[src/rtl/rv32i_fetch_queue.sv]
// rv32i_fetch_queue: prefetch PC, one-deep in-flight tracker and DEPTH-entry {ir, npc} queue.
// Define FETCH_STATS_EN to add saturating pop/flush counters (stat_fetch, stat_flush).
module rv32i_fetch_queue #(
    parameter int          DEPTH    = 4,
    parameter logic [31:0] RESET_PC = 32'd0
) (
    input  logic        clk,
    input  logic        RN,
    output logic        imem_req,
    output logic [31:0] imem_addr,
    input  logic [31:0] imem_data,
    input  logic        br_en,
    input  logic [31:0] br_target,
    input  logic        stall,
    output logic        if_valid,
    output logic [31:0] if_ir,
    output logic [31:0] if_npc
`ifdef FETCH_STATS_EN
    ,
    output logic [15:0] stat_fetch,
    output logic [15:0] stat_flush
`endif
);
    localparam int PW = $clog2(DEPTH);
    localparam int CW = PW + 1;

    logic [31:0]   pc_q, pc_d;
    logic          inflight_q, inflight_d;
    logic [31:0]   fl_addr_q, fl_addr_d;
    logic [PW-1:0] rd_q, rd_d, wr_q, wr_d;
    logic [CW-1:0] cnt_q, cnt_d;
    logic [31:0]   ir_q  [DEPTH];
    logic [31:0]   npc_q [DEPTH];
    logic          push, pop;

    // A redirect or reset cancels both the push of the returning word and any pop.
    always_comb begin
        push      = inflight_q && !br_en && !RN;
        pop       = if_valid && !stall && !br_en && !RN;
        imem_req  = !RN && !br_en && (cnt_q + CW'(inflight_q) < CW'(DEPTH));
        imem_addr = pc_q;
        if_valid  = cnt_q != '0;
        if_ir     = if_valid ? ir_q[rd_q] : '0;
        if_npc    = if_valid ? npc_q[rd_q] : '0;
    end

    always_comb begin
        pc_d       = br_en ? br_target : (imem_req ? pc_q + 32'd1 : pc_q);
        inflight_d = imem_req;
        fl_addr_d  = imem_req ? pc_q : fl_addr_q;
        wr_d       = br_en ? '0 : (push ? wr_q + PW'(1) : wr_q);
        rd_d       = br_en ? '0 : (pop ? rd_q + PW'(1) : rd_q);
        cnt_d      = br_en ? '0 : cnt_q + CW'(push) - CW'(pop);
    end

    always_ff @(posedge clk) begin
        if (RN) begin
            pc_q       <= RESET_PC;
            inflight_q <= 1'b0;
            fl_addr_q  <= '0;
            wr_q       <= '0;
            rd_q       <= '0;
            cnt_q      <= '0;
        end else begin
            pc_q       <= pc_d;
            inflight_q <= inflight_d;
            fl_addr_q  <= fl_addr_d;
            wr_q       <= wr_d;
            rd_q       <= rd_d;
            cnt_q      <= cnt_d;
        end
    end

    always_ff @(posedge clk) begin
        if (push) begin
            ir_q[wr_q]  <= imem_data;
            npc_q[wr_q] <= fl_addr_q + 32'd1;
        end
    end

    // Request throttling keeps occupancy plus in-flight within DEPTH, so this never fires.
    always_ff @(posedge clk) begin
        if (push && !pop)
            assert (cnt_q != CW'(DEPTH));
    end

`ifdef FETCH_STATS_EN
    logic [15:0] stat_fetch_q, stat_flush_q;

    always_ff @(posedge clk) begin
        if (RN) begin
            stat_fetch_q <= '0;
            stat_flush_q <= '0;
        end else begin
            if (pop && stat_fetch_q != 16'hFFFF)
                stat_fetch_q <= stat_fetch_q + 16'd1;
            if (br_en && stat_flush_q != 16'hFFFF)
                stat_flush_q <= stat_flush_q + 16'd1;
        end
    end

    assign stat_fetch = stat_fetch_q;
    assign stat_flush = stat_flush_q;
`endif
endmodule

[config.mk]
export PLATFORM = sky130hd
export DESIGN_NAME = rv32i_fetch_queue
export DESIGN_NICKNAME = d
export VERILOG_FILES = /design/src/rtl/rv32i_fetch_queue.sv
export SDC_FILE = /design/constraint.sdc
export NUM_CORES = 1
export LEC_CHECK = 0
export ABC_AREA = 1
export CAP_MARGIN = 20
export CELL_PAD_IN_SITES_DETAIL_PLACEMENT = 0
export CELL_PAD_IN_SITES_GLOBAL_PLACEMENT = 1
export CORE_MARGIN = 4
export CORE_UTILIZATION = 40
export DETAILED_ROUTE_END_ITERATION = 7
export DONT_BUFFER_PORTS = 1
export PLACE_DENSITY_LB_ADDON = 0.25
export RECOVER_POWER = 25
export SLEW_MARGIN = 20
export SYNTH_ARGS = -nofsm -noshare
export SYNTH_HDL_FRONTEND = slang
export SYNTH_SLANG_ARGS = --single-unit
[constraint.sdc]
create_clock -name clk -period 5.7 [get_ports clk]
set_input_delay 1.14 -clock clk [delete_from_list [all_inputs] [get_ports clk]]
set_output_delay 1.14 -clock clk [all_outputs]
set_load 0.02 [all_outputs]
==> metrics <==
crit path max fanout=90; Site Rows=69; GP Congestion=0.841; GR Overflow Total=0; vias in the first global route=9,961; post-route cell area=16,300 um^2; Tmin final=4.04 ns; H-tree levels=2; CP Launch Type=flop; Slew @ Worst Pin=1.04 ns; critical path required time=4.56 ns; worst-skew pair later-pin latency=0.53 ns; post-synth top area share=0.524; # Max-Cap Violations=0; Post-DP HPWL=23,400 um; TritonCTS buffer count=37; Die W=199 um; peak supply drop=~0.16 mV; status=finished clean; net count reported at finish=between 1,500 and 2,000; Syn Nets=1,587; Final ANT Viol Nets=0; Setup Skew=0.0171 ns; worst hold margin=between 0.4 and 0.5 ns; height of the die=199 um; final worst setup slack=1.66 ns; #FFs+latches synth=330; WL final=37,100 um; vias after detailed routing=a little over 10,000; prevailing post-synth register cell=edfxtp_1; slowest cell on the critical path=buf_4; CTS Sinks=330; first-pass GRT wire length=57,200 um; clock-pin slew on the worst setup and hold paths=0.06 ns; Leak=between 5 and 6 nW; Synth warnings=0; sequential element share of the synthesized area=0.625; CTS max path bufs=3; crit path capture type=primary output; number of synthesized flops with an enable pin=256; post-cts sizing count=0; Final Hold Fails=0; synthesized area=14,700 um^2; worst rel slew slack=0.305; Area contributors post-synth=edfxtp_1 (52%), dfxtp_1 (10%), nor2_1 (8.3%); cell family with most CP delay=buffers and inverters; Buf+Inv Stages, Crit Path=1; cell count after synthesis=1,510; Core ar.=between 30,000 and 40,000 um^2; # Post-CTS Setup Buffers=0; hold buffers post-CTS=0; die area=39,800 um^2; area delta synth->final=10.9%; share of post-route cells with drive strength above 1=0.0671; initial antenna violation count=0; final-report max-slew violation count=0; Final period util=0.708; CP most frequent cell=nor2_1; DP Area=15,100 um^2; largest net degree at the start of global routing=99; IO Count=166; Via density=a little over 5; CTS tree=yes; initial core utilization=0.409; Syn Area/Cell=9.71 um^2; Fmax achieved=around 250 MHz; Root Buffer=clkbuf_16; Iteration-0 DRC Markers=~540; crit-path max cell delay=0.82 ns; commonest non-fill, non-tap cell in the layout=nor2_1; DRC=0; Synth cell types=38; filler instances=between 3,000 and 4,000; total negative slack=0 ns; drt pass-1 iters=5; Crit Path Category=flop to primary output; wire length per cell=18.7 um; Worst EP arrival=2.90 ns; crit-path cells=buf_4 -> nor2_1 -> nor2_1 -> o21ai_0 -> a21oi_1; PortBufs=0; Synth area leader=edfxtp_1; most frequent cells in the layout=nor2_1 (323), edfxtp_1 (256), nand2_1 (178); Place WS=2.18 ns; RSZ-0062 raised after global routing=false; diode count=0; R2R Setup Slk=3.15 ns; Worst Hold Class=flop to flop; GRT Overall Usage=0.183; PwrDens=326 nW/um^2; asr flop ratio synth=0; final setup fails=0
## registers in the layout (all words and copies together) (netlist names), named ones only
register and count:
ir_q 128, npc_q 128, fl_addr_q 32, imem_addr 32, cnt_q 3, rd_q 2
wr_q 2, inflight_q 1
## final timing paths
check                               from           end  cells past startpoint
worst min register to register   rd_q[0]          flop                      1
worst max-delay path                flop     if_npc[4]                      5
worst max register to register  cnt_q[1]  imem_addr[8]                      9
worst min-delay path             rd_q[0]          flop                      1
## where the power goes
| part | internal, mW | total (mW) | leakage [nW] | switching (mW) |
|---|---|---|---|---|
| Combinational | 0.0463 | 0.166 | 2.09 | 0.119 |
| Clock | 1.48 | 2.43 | 0.597 | 0.946 |
| Sequential | 2.63 | 2.70 | 2.95 | 0.0692 |
## logic make-up after synthesis
| logic type | synth area share |
|---|---|
| xor gates and xnor gates | 0.0215 |
| adders and majority gates | 0.00819 |
| buffers and inverters | 0.0534 |
| DFF | 0.625 |
| and+or+nand+nor | 0.181 |
| AOI/OAI and AO/OA | 0.110 |
## Yosys cell counts (2+ instances only)
cell and instances:
nor2_1 326, edfxtp_1 256, nand2_1 178, o21ai_0 172, a21oi_1 120, inv_1 117
dfxtp_1 74, nand3_1 56, xor2_1 33, buf_2 28, clkbuf_1 28, nor3_1 21
o21ai_1 16, nand4_1 10, buf_1 9, ha_1 8, nor2_2 8, nand2_2 7
nor2_4 7, buf_4 5, a211oi_2 3, a31oi_1 3, and2_1 3, inv_2 3
xnor2_1 3, nand3_2 2, nor3_2 2, nor3_4 2
## layout make-up
type / instances / area, um^2 / share of cell area
Sequential cell: 330 / 9170 / 0.564
Multi-Input combinational cell: 988 / 4700 / 0.289
Clock buffer: 49 / 1010 / 0.0623
Tap cell: 461 / 577 / 0.0355
Inverter: 121 / 455 / 0.0280
Clock inverter: 18 / 226 / 0.0139
Timing Repair Buffer: 13 / 110 / 0.00677
## metrics by stage
stage	std cells	utilization	power [mW]
global placement	1913	0.421	2.92
detailed placement	1913	0.421	2.92
finish	1980	0.454	5.30
floorplan	1510	-	2.87
global route	1980	0.454	5.49
CTS	1980	0.455	5.36
## per-layer routing
layer	GRT usage	share of wire	vias to the layer above
met2	0.304	0.47	216
met1	0.250	0.46	4820
met4	0.0367	0.012	0
met3	0.0418	0.054	38
met5	0	0	-
li1	-	-	5056
(Power assumes the default switching activity.)
